<file path="config.mk">
export PLATFORM = sky130hd
export DESIGN_NAME = rtsnoc_echo_tester
export DESIGN_NICKNAME = d
export VERILOG_FILES = /design/src/rtl/rtsnoc_echo_tester.sv
export SDC_FILE = /design/constraint.sdc
export NUM_CORES = 1
export LEC_CHECK = 0
export BUFFER_PORTS_ARGS = -buffer_cell sky130_fd_sc_hd__buf_2
export CAP_MARGIN = 20
export CORE_MARGIN = 5
export CORE_UTILIZATION = 42
export CTS_CLUSTER_SIZE = 30
export DETAILED_ROUTE_END_ITERATION = 8
export PLACE_DENSITY = 0.66
export SYNTH_ARGS = -nofsm -noshare
export SYNTH_HDL_FRONTEND = slang
export SYNTH_SLANG_ARGS = --single-unit
</file>
<file path="constraint.sdc">
create_clock -name clk_i -period 2.9 [get_ports clk_i]
set_input_delay 0.29 -clock clk_i [delete_from_list [all_inputs] [get_ports clk_i]]
set_output_delay 0.29 -clock clk_i [all_outputs]
set_load 0.05 [all_outputs]
</file>
<file path="src/rtl/rtsnoc_echo_tester.sv">
// Echo-node traffic generator and checker for an RTSNoC router local port.
// Sends NUM_PKTS single-flit packets, waits for each reply and checks payload plus swapped header.
module rtsnoc_echo_tester #(
   parameter int                          SOC_SIZE_X     = 1,
   parameter int                          SOC_SIZE_Y     = 1,
   parameter int                          NOC_DATA_WIDTH = 16,
   parameter int                          MY_X           = 0,
   parameter int                          MY_Y           = 0,
   parameter logic [2:0]                  MY_LOCAL       = 3'd0,
   parameter int                          ECHO_X         = 0,
   parameter int                          ECHO_Y         = 0,
   parameter logic [2:0]                  ECHO_LOCAL     = 3'd1,
   parameter int                          NUM_PKTS       = 16,
   parameter logic [NOC_DATA_WIDTH-1:0]   SEED           = 'h00A5,
   parameter int                          TIMEOUT        = 255,
   localparam int                         HDR            = 2*SOC_SIZE_X + 2*SOC_SIZE_Y + 6,
   localparam int                         B              = NOC_DATA_WIDTH + HDR
) (
   input  logic         clk_i,
   input  logic         rst_i,
   output logic [B-1:0] din_o,
   output logic         wr_o,
   input  logic [B-1:0] dout_i,
   input  logic         nd_i,
   output logic         rd_o,
   input  logic         wait_i,
   input  logic         start_i,
   output logic         busy_o,
   output logic         done_o,
   output logic         pass_o,
   output logic [7:0]   err_count_o,
   output logic [7:0]   timeout_count_o
);

   localparam int W  = NOC_DATA_WIDTH;
   localparam int AW = SOC_SIZE_X + SOC_SIZE_Y + 3;
   localparam int TW = (TIMEOUT > 1) ? $clog2(TIMEOUT) : 1;

   localparam logic [AW-1:0] MY_ADDR   = {SOC_SIZE_X'(MY_X), SOC_SIZE_Y'(MY_Y), MY_LOCAL};
   localparam logic [AW-1:0] ECHO_ADDR = {SOC_SIZE_X'(ECHO_X), SOC_SIZE_Y'(ECHO_Y), ECHO_LOCAL};
   localparam logic [TW-1:0] TIMER_LAST = TW'(TIMEOUT - 1);
   localparam logic [W-1:0]  SEQ_LAST   = W'(NUM_PKTS - 1);

   localparam logic [2:0] S_IDLE      = 3'd0;
   localparam logic [2:0] S_SEND_WAIT = 3'd1;
   localparam logic [2:0] S_SEND      = 3'd2;
   localparam logic [2:0] S_RECV      = 3'd3;
   localparam logic [2:0] S_CHECK     = 3'd4;
   localparam logic [2:0] S_NEXT      = 3'd5;

   logic [2:0]    state;
   logic [W-1:0]  seq;
   logic [TW-1:0] timer;
   logic [B-1:0]  rx;
   logic [W-1:0]  payload;
   logic          reply_bad;

   assign payload = SEED + seq;

   // A reply is good only if it came back from the echo node, addressed to us, with our payload.
   assign reply_bad = (rx[W-1:0] != payload) ||
                      (rx[B-1 -: AW] != ECHO_ADDR) ||
                      (rx[W +: AW] != MY_ADDR);

   function automatic logic [7:0] sat_inc(input logic [7:0] v);
      return (v == 8'hFF) ? v : v + 8'd1;
   endfunction

   always_ff @(posedge clk_i or negedge rst_i) begin
      if (!rst_i) begin
         state           <= S_IDLE;
         seq             <= '0;
         timer           <= '0;
         rx              <= '0;
         din_o           <= '0;
         wr_o            <= 1'b0;
         rd_o            <= 1'b0;
         busy_o          <= 1'b0;
         done_o          <= 1'b0;
         pass_o          <= 1'b0;
         err_count_o     <= 8'h00;
         timeout_count_o <= 8'h00;
      end else begin
         done_o <= 1'b0;
         case (state)
            S_IDLE: begin
               if (start_i) begin
                  seq             <= '0;
                  err_count_o     <= 8'h00;
                  timeout_count_o <= 8'h00;
                  busy_o          <= 1'b1;
                  pass_o          <= 1'b0;
                  din_o           <= {MY_ADDR, ECHO_ADDR, SEED};
                  state           <= S_SEND_WAIT;
               end
            end
            S_SEND_WAIT: begin
               din_o <= {MY_ADDR, ECHO_ADDR, payload};
               if (!wait_i) begin
                  wr_o  <= 1'b1;
                  state <= S_SEND;
               end
            end
            S_SEND: begin
               wr_o  <= 1'b0;
               timer <= '0;
               state <= S_RECV;
            end
            S_RECV: begin
               if (nd_i) begin
                  rx    <= dout_i;
                  rd_o  <= 1'b1;
                  state <= S_CHECK;
               end else if (timer == TIMER_LAST) begin
                  err_count_o     <= sat_inc(err_count_o);
                  timeout_count_o <= sat_inc(timeout_count_o);
                  state           <= S_NEXT;
               end else begin
                  timer <= timer + 1'b1;
               end
            end
            S_CHECK: begin
               rd_o <= 1'b0;
               if (reply_bad) begin
                  err_count_o <= sat_inc(err_count_o);
               end
               state <= S_NEXT;
            end
            S_NEXT: begin
               if (seq == SEQ_LAST) begin
                  busy_o <= 1'b0;
                  done_o <= 1'b1;
                  pass_o <= (err_count_o == 8'h00);
                  state  <= S_IDLE;
               end else begin
                  seq   <= seq + 1'b1;
                  din_o <= {MY_ADDR, ECHO_ADDR, payload + W'(1)};
                  state <= S_SEND_WAIT;
               end
            end
            default: state <= S_IDLE;
         endcase
      end
   end

endmodule

</file>
; ---- Word-level counts from Yosys, hierarchy flattened
; Index checks and enable logic that the tools add are counted.
[classes]
add_sub_neg = 6
n_div = 0
shifts = 0
bitwise = 0
n_lt_le_gt_ge = 0
n_reduce_logical = 22
mul = 0
eq_ne = 22
n_mux = 37
[ops]
columns = op, count
row1 = 2-to-1 mux 8 bit, 10
row2 = one-hot mux 26 bit (3 select lines), 1
row3 = 2-to-1 mux 26 bit, 2
row4 = "adder 16 x 1 -> 16 bit, second input constant", 2
row5 = 2-to-1 mux 16 bit, 2
row6 = one-hot mux 16 bit (2 select lines), 1
row7 = one-hot mux 8 bit (2 select lines), 2
row8 = "adder 8 x 1 -> 8 bit, second input constant", 3
row9 = "== test 8 bit, second input constant", 3
row10 = one-hot mux 8 bit (3 select lines), 1
row11 = "inequality test 2 bit, second input constant", 10
row12 = one-hot mux 3 bit (6 select lines), 1
row13 = "adder 8 x 16 -> 16 bit, first input constant", 1
row14 = "== test 16 x 4 -> 1 bit, second input constant", 1
row15 = inequality test 16 bit, 1
row16 = AND reduction 3 bit, 5
row17 = 2-to-1 mux 3 bit, 4
row18 = AND reduction 5 bit, 2
row19 = nonzero test 2 bit, 5
row20 = 2-to-1 mux 1 bit, 9
row21 = zero test 8 bit, 1
row22 = one-hot mux 1 bit (2 select lines), 4
row23 = "== test 3 x 2 -> 1 bit, second input constant", 2
row24 = "== test 3 bit, second input constant", 2
row25 = other kinds (8), 12
[totals]
regBits = 100
latch_bits = 0
rom_bits = 0
mem_count = 0
mem_bits_rw = 0
out_inout_bits = 47
wordCells = 99

; ---- Longest topological paths before layout
; Gate-level depths: netlist (run 1).
[depth]
ltp_word = 6
mapped_depth = 11
ltp_nobuf = 10

; ---- Worst setup path before layout (run 1)
; OpenSTA, ideal clock, no wires.
[synth_path]
kind = reg2reg
from = register seq[0]
to = register din_o[15]
stages_incl_launch_ff = 12
slack_ps = 203
required_ps = 2778
arrival_time_ps = 2576
setup_ps = 122
path_cell_list = dfrtp_1 -> buf_6 -> inv_1 -> ha_1 -> nor3b_1 -> nand2_1 -> a21oi_2 -> and3_4 -> and3_4 -> nand3_4 -> or4_1 -> a32o_1
[synth_via]
elab_chain_cells = 4
[synth_lines]
columns = element, line_no
row1 = "start, declared", 52  ; logic [W-1:0] seq;
row2 = "start signal, assigned", 136  ; seq <= seq + 1'b1;
row3 = adder 8 x 16 -> 16 bit, 58  ; assign payload = SEED + seq;
row4 = adder 16 x 1 -> 16 bit, 137  ; din_o <= {MY_ADDR, ECHO_ADDR, payload + W'(1)};
row5 = 2-to-1 mux 26 bit, 130  ; if (seq == SEQ_LAST) begin
row6 = one-hot mux 26 bit (3 select lines), 85  ; case (state)
row7 = "end signal, assigned", 93  ; din_o <= {MY_ADDR, ECHO_ADDR, SEED};
row8 = "end signal, assigned", 98  ; din_o <= {MY_ADDR, ECHO_ADDR, payload};
row9 = "end signal, assigned", 137
row10 = "end, declared", 21  ; output logic [B-1:0] din_o,
; Several ways; a longest one is shown, not always the timed one. The select of a mux whose other input is x is not followed.
; A chain may end at the register's enable or synchronous reset.

; ---- Worst setup path after layout (run 1)
; Ends and elaborated chain as after synthesis.

==> impl_metrics.yaml, run 1 <==
outcome:
  status: "finished clean"
layout:
  drive_gt1_share_pct: 26.0
  final_cells: 819
  multiInputGateArea_um2: 2860
  fin_nets: 680
  syn2layout_area_growth_pct: 18.8
  ff_latch_area_um2: 2280
  finalInstanceArea_um2: 6360
  post-route-util_pct: 50.6
  diodes: 0
  num-fill-cells: 1192
synthesis:
  synth_ff_type: "dfrtp_1"
  synth.area.top_cells: "dfrtp_1, mux2_2, xnor2_1, o21ai_0, xor2_1"
  synth_compound_area_share_pct: 14.9
  avgSynthCellArea_um2: 9.60
  synthAdderAreaFrac_pct: 1.64
  yosysWarnings: 0
  synth_cells: 558
  synth_top_cell_area_share_pct: 42.5
  ys_seq_elements: 91
  synthArstFlopShare_pct: 100
  synth-simple-area-share_pct: 19.8
  seq_area_frac_synth_pct: 42.5
  yosys-top-cells-count: "dfrtp_1, nor2_1, o21ai_0"
  yosysUniqueCellTypes: 70
  yosysTopAreaCell: "dfrtp_1"
  yosysMostFrequentCell: "dfrtp_1"
  synth_edf_count: 0
  synth_area_um2: 5360
  synthMuxAreaShare_pct: 6.03
  synth_top_family_by_area: "simple AND/OR/NAND/NOR gates"
  synth-xor-area-share_pct: 10.0
global_routing:
  grtUsageTotal_pct: 17.4
  grt_pass1_wl_um: 21000
  grt_pass1_vias: 4348
  overflow: 0
  grt_max_degree: 55
  antenna_found_initial: 0
setup_path:
  crit_buf_inv: 1
  critPathTopFamily: "simple AND/OR/NAND/NOR gates"
  start_kind: "flop"
  timing.rr.start: "seq[0]"
  critPathCaptureType: "flop"
  critPathMaxFanout: 4
  path_cells: "inv_1, ha_1, nor3b_2, nand2_1, a21oi_2, and3_4, and3_4, nand3_4, or4_1, a32o_1"
  slowest_delay_ns: 0.52
  timing.critical_path.mode_cell: "and3_4"
  worstPathArrival_ns: 2.98
  crit_slowest_cell: "or4_1"
  worstPathRequired_ns: 3.13
  crit_start: "seq[0]"
  critical_path_class: "reg2reg"
pwr:
  ir_drop_mv: 0.416
  p_per_area_nw_per_um2: 786
  p_leak_nw: 2.80
sta:
  fmax_ghz: 0.364
  tightest_slew_ns: 0.589
  setup_tns_ns: 0
  final_hold_viol_count: 0
  hold_ws_ns: 0.172
  finalSetupViolations: 0
  fin_crit_ns: 2.75
  slew-limit-headroom_pct: 60.3
  fin_crit_sh_pct: 94.7
  slew_viol_final: 0
  skew_ns: 0.00765
placement:
  io_buffers: 68
  gp_congestion: 0.886
  dp_hpwl_um: 9400
  dp.cells: 802
  postPlaceCellArea_um2: 6000
floorplan:
  initial_core_util_pct: 42.6
  rows: 41
  io_pins: 78
  die_w_um: 123
  fp.dieArea_um2: 15100
  core_um2: 12600
  die_y_um: 123
detailed_routing:
  drt_iter0_drc: 242
  vias_per_cell: 5.37
  first_pass_iters: 4
  drc: 0
  routed_wl_um: 12600
  wl_per_cell_um: 15.4
  route.vias.total: 4402
  ant_nets: 0
clocking:
  cts_num_sinks: 91
  root_buffer: "clkbuf_16"
  cts_tree: "built"
  clock_latency_ns: 0.34
  htreeDepth: 3
  cts.path.max_buffers: 2
  postCtsSetupRepairBufs: 0
  cts_buffers: 9
  clk_pin_slew_ns: 0.07
min_path:
  min_from: "dout_i[1]"
  hold_path.class: "in2reg"
flow_run:
  maxCapViolCount: 0
-- path summary, 6_finish.rpt --
kind                        endpoint  slack, ns  depth (start not counted)
min reg2reg                 din_o[9]       0.47                          2
min in group asynchronous      rx[2]       0.46                          2
max                        din_o[15]       0.15                         10
max reg2reg                din_o[15]       0.15                         10
max in group asynchronous     seq[3]       1.77                          3
min                            rx[1]       0.17                          2
-- routing by layer --
layer / global-route usage (%) / part of all wire [%] / vias to the layer above
li1: - / - / 2139
met1: 24.3 / 48 / 2139
met2: 27.1 / 46 / 110
met3: 2.93 / 4.8 / 14
met4: 7.14 / 1.7 / 0
met5: 0 / 0 / -
-- cell families (layout without fill, tap and decap cells) --
| logic type | Yosys count | after routing |
|---|---|---|
| flops | 91 | 91 |
| buf+inv | 50 | 131 |
| mux | 29 | 29 |
| simple gates | 202 | 202 |
| xor+xnor | 58 | 58 |
| compound gates | 120 | 120 |
| fa+ha+maj | 7 | 7 |
| other cells | 1 | 9 |
-- state kept, by name, indices dropped and copies added, names as in the netlist --
signal / flops
rx: 26
din_o: 17
seq: 16
err_count_o: 8
timeout_count_o: 8
timer: 8
state: 3
busy_o: 1
done_o: 1
pass_o: 1
rd_o: 1
wr_o: 1
-- layout make-up --
class / count / share of cell area, %
Multi-Input combinational cell: 425 / 45.0
Clock inverter: 4 / 1.14
Sequential cell: 91 / 35.8
Timing Repair Buffer: 106 / 10.1
Inverter: 9 / 0.531
Clock buffer: 12 / 4.03
Tap cell: 172 / 3.38
-- report_power, final --
part	leakage [nW]	total [mW]	internal, mW	switching (mW)
logic	1.46	1.89	0.782	1.10
clock network	0.159	1.28	0.801	0.481
registers	1.17	1.83	1.56	0.276
total	2.80	5.00	3.14	1.86
-- worst reg2reg max path, stage by stage, from the launching register on --
cell and delay (ns):
dfrtp_1 0.40, inv_1 0.07, ha_1 0.38, nor3b_2 0.21, nand2_1 0.12, a21oi_2 0.17
and3_4 0.22, and3_4 0.20, nand3_4 0.08, or4_1 0.52, a32o_1 0.27
-- what timing repair did --
action	4_1_cts	5_1_grt
endpoints found under the setup margin	0	7
hold buffers	1	0
hold endpoints to repair	37	0
gates resized for setup	0	4
-- stage by stage --
step                      worst slack [ns]  total power [mW]
final                                0.153              5.00
after global routing              -0.00248              5.31
after CTS                           0.0893              5.04
after detailed placement             0.120              3.73
after global placement               0.190              3.67
after floorplan                      0.203              3.12
-- layout by cell type, fill, tap and decap left out, types with 4 or more instances in the layout --
cell type	netlist	layout
a211oi_1	4	4
a21o_1	5	5
a21oi_1	16	16
a22o_1	4	4
a31oi_1	5	5
and3_1	11	11
buf_2	8	67
buf_4	12	37
clkbuf_16	0	9
conb_1	1	9
dfrtp_1	91	91
ha_1	7	6
inv_1	9	9
mux2_2	26	26
nand2_1	40	40
nand2b_1	7	7
nand3_1	24	24
nand4_1	14	14
nor2_1	47	47
nor2b_1	9	9
nor3_1	8	8
nor3b_1	5	4
nor4_1	8	7
o21ai_0	43	43
o22a_1	4	4
o22ai_1	4	4
o31ai_1	6	6
or3_1	7	7
xnor2_1	30	30
xor2_1	24	23
(Power assumes the default switching activity.)
==> inputs of run 2 (changes only) <==
--- a/config.mk
+++ b/config.mk
@@ -7,11 +7,11 @@
 export LEC_CHECK = 0
 export BUFFER_PORTS_ARGS = -buffer_cell sky130_fd_sc_hd__buf_2
 export CAP_MARGIN = 20
-export CORE_MARGIN = 5
-export CORE_UTILIZATION = 42
+export CORE_MARGIN = 2
+export CORE_UTILIZATION = 52
 export CTS_CLUSTER_SIZE = 30
 export DETAILED_ROUTE_END_ITERATION = 8
-export PLACE_DENSITY = 0.66
+export PLACE_DENSITY = 0.79
 export SYNTH_ARGS = -nofsm -noshare
 export SYNTH_HDL_FRONTEND = slang
 export SYNTH_SLANG_ARGS = --single-unit
==> run 2 against run 1 <==
Effect of this change: count of clock-buffer cells in the layout is 3 lower; via count increased by 0.61%; sequential power hardly changed; total power fell by 8.2%; first-iteration DRC count increased by 46%; highest routed layer unchanged.
==> impl_metrics.yaml, run 2 (synthesized netlist as in run 1, its figures left out) <==
outcome:
  status: "finished clean"
sta:
  final_hold_viol_count: 0
  fin_crit_ns: 2.77
  fin_crit_sh_pct: 95.4
  slew-limit-headroom_pct: 51.1
  fmax_ghz: 0.362
  slew_viol_final: 0
  tightest_slew_ns: 0.726
  hold_ws_ns: 0.143
  worst_slack_ns: 0.134
  finalSetupViolations: 0
  skew_ns: 0.0167
detailed_routing:
  drt_iter0_drc: 354
  wl_per_cell_um: 15.4
  first_pass_iters: 6
  drc: 0
  routed_wl_um: 12000
  vias_per_cell: 5.68
  ant_nets: 0
  route.vias.total: 4429
min_path:
  hold_path.class: "in2reg"
  whs_path_depth: 2
setup_path:
  start_kind: "flop"
  cp.depth: 10
  critical_path_class: "reg2reg"
  timing.critical_path.mode_cell: "and3_4"
  worstRegToRegCells: 10
  critPathCaptureType: "flop"
  slowest_delay_ns: 0.52
  critPathTopFamily: "simple AND/OR/NAND/NOR gates"
  crit_buf_inv: 1
  critPathMaxFanout: 4
  worstPathArrival_ns: 3.02
  worstPathRequired_ns: 3.15
  path_cells: "inv_1, ha_1, nor3b_2, nand2_1, a21oi_2, and3_4, and3_4, nand3_4, or4_1, a32o_1"
  crit_slowest_cell: "or4_1"
layout:
  top_regs: "rx: 26 flops, din_o: 17 flops, seq: 16 flops"
  ff_latch_area_um2: 2290
  multiInputGateArea_um2: 2880
  syn2layout_area_growth_pct: 15.2
  largest-register: "rx"
  finalInstanceArea_um2: 6170
  fin_nets: 677
  drive_gt1_share_pct: 26.9
  final_common_cell: "dfrtp_1"
  post-route-util_pct: 60.9
  num-fill-cells: 875
  mostFrequentLayoutCells: "dfrtp_1, buf_2, nor2_1"
  largest_register_ffs: 26
  diodes: 0
global_routing:
  overflow: 0
  met2_usage_pct: 35.2
  use_met1_pct: 31.0
  grt_pass1_vias: 4207
  antenna_found_initial: 0
  grt-busiest-layer: "met2"
  grt_pass1_wl_um: 20100
  grt_max_degree: 55
  globalRouteMet3Util_pct: 4.39
  grtUsageTotal_pct: 22.3
pwr:
  p_sw_share_pct: 40.4
  p_sw_mw: 1.85
  p_int_mw: 2.74
  p_per_area_nw_per_um2: 744
  p_leak_nw: 2.71
  ir_drop_mv: 0.389
  p_seq_share_pct: 40.0
  total_power_mw: 4.59
  comb_power_share_pct: 41.3
  power_frac_clock_pct: 18.7
clocking:
  cts_num_sinks: 91
  clock_latency_ns: 0.38
  htreeDepth: 3
  root_buffer: "clkbuf_8"
  cts.path.max_buffers: 2
  cts_tree: "built"
  cts_buffers: 9
  clk_pin_slew_ns: 0.09
floorplan:
  die_y_um: 105
  initial_core_util_pct: 52.8
  die_w_um: 105
  rows: 37
  io_pins: 78
  core_um2: 10100
  fp.dieArea_um2: 11100
placement:
  gp_congestion: 0.888
  postPlaceCellArea_um2: 5920
  pre_cts_slack_ns: 0.0195
  io_buffers: 68
  dp_hpwl_um: 8820
flow_run:
  maxCapViolCount: 0
-- run 2: cell count changes in the layout (fill, tap and decap cells not counted), moves of 2 or more --
cell       previous run  this run
clkbuf_16             9         0
dfrtp_1              91        84
buf_4                37        35
clkbuf_8              2         9
dfrtp_2               0         7
clkinv_2              1         4
-- run 2: timing repair --
action                     in CTS  in global routing
hold endpoints to repair       52                  0
gates resized for setup         1                 13
cloned                          0                  0
hold buffers                    1                  0
pin swaps                       0                  1
setup buffers                   0                  0
setup endpoints to repair       1                  9
-- run 2: power by group through the flow --
| stage | sequential, mW | combinational, mW | clock [mW] |
|---|---|---|---|
| global route | 1.87 | 2.08 | 0.928 |
| floorplan | 1.94 | 1.18 | 0 |
| global placement | 1.83 | 1.82 | 0 |
| CTS | 1.82 | 1.87 | 0.873 |
| detailed placement | 1.85 | 1.85 | 0 |
| finish | 1.83 | 1.90 | 0.860 |
-- run 2: routing by layer --
metal  vias to the layer above  share of wire [%]
met5                         -                  0
met4                         0                1.6
met3                        18                5.6
met2                       149                 46
met1                      2120                 47
li1                       2142                  -
-- run 2: worst paths after layout --
| path | endpoint | startpoint | slack (ns) |
|---|---|---|---|
| max | din_o[15] | seq[0] | 0.13 |
| min | rx[21] | dout_i[21] | 0.14 |
| max reg2reg | din_o[15] | seq[0] | 0.13 |
| min reg2reg | din_o[16] | din_o[16] | 0.47 |
| max in group asynchronous | din_o[11] | rst_i | 1.66 |
| min in group asynchronous | rx[24] | rst_i | 0.50 |
-- run 2: area by class of cell --
class,count,area share (%)
clock buffers,9,2.01
clock inverters,7,1.07
inverters,9,0.548
multi-input cells,425,46.7
flip-flops and latches,91,37.1
well taps,136,2.76
repair buffers,103,9.86
-- run 2: worst reg2reg max path, stage by stage, from the launching register on --
cell	delay [ns]
dfrtp_2	0.43
inv_1	0.07
ha_1	0.36
nor3b_2	0.22
nand2_1	0.12
a21oi_2	0.16
and3_4	0.21
and3_4	0.20
nand3_4	0.08
or4_1	0.52
a32o_1	0.28
-- run 2: stage by stage --
stage | instances | setup TNS, ns
floorplan | 566 | 0
global placement | 763 | 0
detailed placement | 763 | 0
CTS | 780 | 0
global route | 780 | -0.191
finish | 780 | 0
==> inputs of run 3 (changes only) <==
==> constraint.sdc (replaced) <==
create_clock -name clk_i -period 2.5 [get_ports clk_i]
set_input_delay 0.25 -clock clk_i [delete_from_list [all_inputs] [get_ports clk_i]]
set_output_delay 0.25 -clock clk_i [all_outputs]
set_load 0.05 [all_outputs]
==> run 3 against run 2 <==
Effect of this change: the flow now finishes with violations (setup timing); clock skew decreased by 0.0046 ns; non-clock buffer count increased by 50; first-iteration DRC count decreased by 15%; register-to-register slack got worse by 0.33 ns; die area unchanged; clock power increased by 19%; critical path type unchanged; highest routed layer unchanged.
==> impl_metrics.yaml, run 3 (synthesized netlist as in run 1, its figures left out) <==
outcome:
  status: "finished, violations left"
  violations: "setup timing"
pwr:
  power_frac_clock_pct: 18.1
  p_sw_mw: 2.27
  p_leak_nw: 3.00
  p_per_area_nw_per_um2: 837
  p_sw_share_pct: 40.2
  comb_power_share_pct: 44.3
  total_power_mw: 5.65
  ir_drop_mv: 0.536
  p_seq_share_pct: 37.6
  p_int_mw: 3.38
floorplan:
  die_w_um: 105
  fp.dieArea_um2: 11100
  io_pins: 78
  core_um2: 10100
  die_y_um: 105
  rows: 37
  initial_core_util_pct: 52.8
sta:
  fin_crit_sh_pct: 108
  final_hold_viol_count: 0
  worst_slack_ns: -0.201
  fin_crit_ns: 2.70
  fmax_ghz: 0.370
  finalSetupViolations: 10
  slew_viol_final: 0
  skew_ns: 0.0120
  tightest_slew_ns: 0.826
  slew-limit-headroom_pct: 44.3
  rsz0062_at_grt: "true"
layout:
  num-fill-cells: 794
  multiInputGateArea_um2: 3040
  largest_register_ffs: 26
  final_cells: 830
  post-route-util_pct: 66.6
  syn2layout_area_growth_pct: 26.1
  fin_nets: 727
  mostFrequentLayoutCells: "dfrtp_1, buf_4, buf_2"
  top_regs: "rx: 26 flops, din_o: 17 flops, seq: 16 flops"
  diodes: 0
  ff_latch_area_um2: 2280
  drive_gt1_share_pct: 34.9
  final_common_cell: "dfrtp_1"
  largest-register: "rx"
clocking:
  cts_tree: "built"
  htreeDepth: 3
  cts.path.max_buffers: 2
  cts_num_sinks: 91
  clk_pin_slew_ns: 0.09
  clock_latency_ns: 0.37
  root_buffer: "clkbuf_8"
  cts_buffers: 9
setup_path:
  worstPathArrival_ns: 2.97
  critical_path_class: "reg2reg"
  worstPathRequired_ns: 2.77
  start_kind: "flop"
  critPathCaptureType: "flop"
  critPathMaxFanout: 4
placement:
  io_buffers: 68
  dp.cells: 796
  dp_hpwl_um: 9600
  gp_congestion: 0.918
detailed_routing:
  routed_wl_um: 13400
  route.vias.total: 4664
  first_pass_iters: 4
  drc: 0
  vias_per_cell: 5.62
  wl_per_cell_um: 16.2
  drt_iter0_drc: 302
  ant_nets: 0
global_routing:
  overflow: 0
  antenna_found_initial: 0
  grt_pass1_wl_um: 22100
  grt_max_degree: 48
  grt_pass1_vias: 4642
  grtUsageTotal_pct: 24.7
min_path:
  hold_path.class: "in2reg"
flow_run:
  maxCapViolCount: 0
[run 3: changes by cell type in the layout (fill, tap and decap cells not counted), moves of 4 or more]
| cell | delta |
|---|---|
| buf_4 | +44 |
| o21ai_0 | -6 |
| o21ai_1 | +5 |
| buf_6 | +4 |
| dfrtp_1 | +4 |
| dfrtp_2 | -4 |
[run 3: area by class of cell]
cell class / instances / area share [%]
clock inverter: 6 / 0.964
multi-input combinational: 425 / 45.0
timing repair buffer: 153 / 15.2
sequential: 91 / 33.8
tap: 136 / 2.52
inverter: 9 / 0.538
clock buffer: 10 / 2.04
[run 3: worst max-delay path, cell delays in order (launching register included)]
cell,delay [ns]
dfrtp_2,0.46
buf_6,0.13
inv_4,0.05
ha_4,0.21
nor3b_4,0.24
nand2_2,0.11
a21oi_4,0.16
and3_4,0.20
and3_4,0.20
nand3_4,0.07
or4_4,0.51
a32o_1,0.26
[run 3: metrics by stage]
step	hold slack, ns	setup TNS (ns)	setup WS, ns	cell area [um^2]
final	0.102	-0.952	-0.201	6750
after CTS	0.0919	-1.23	-0.133	6540
after detailed placement	0.302	-0.957	-0.134	6220
after global routing	0.0946	-2.25	-0.294	6750
after global placement	0.304	-0.396	-0.0755	6220
after floorplan	-0.0456	-0.0507	-0.0507	5410
[run 3: per-layer routing]
metal,track usage [%],vias to the layer above,wire length [um]
li1,-,2235,-
met3,3.71,30,582
met4,10.1,0,353
met5,0,-,0
met1,32.8,2281,5910
met2,40.4,118,6580
[run 3: timing repair]
action,4_1_cts,5_1_grt
gates resized for setup,10,35
endpoints found under the setup margin,9,20
setup buffers,11,9
pin swaps,8,15
endpoints found under the hold margin,45,0
hold buffers,1,0
[run 3: final timing paths]
check / from / endpoint / slack, ns / cells after the start
max: seq[0] / din_o[15] / -0.20 / 11
min: dout_i[16] / rx[16] / 0.10 / 2
max reg2reg: seq[0] / din_o[15] / -0.20 / 11
min reg2reg: din_o[16] / din_o[16] / 0.47 / 1
max in group asynchronous: rst_i / rx[22] / 1.48 / 3
min in group asynchronous: rst_i / rx[6] / 0.42 / 2
[run 3: power by group through the flow]
| stage | Sequential [mW] | Combinational, mW | Clock [mW] |
|---|---|---|---|
| after floorplan | 2.26 | 1.39 | 0 |
| after global placement | 2.09 | 2.20 | 0 |
| after detailed placement | 2.12 | 2.27 | 0 |
| after CTS | 2.10 | 2.34 | 1.04 |
| after global routing | 2.16 | 2.72 | 1.11 |
| final | 2.12 | 2.50 | 1.02 |
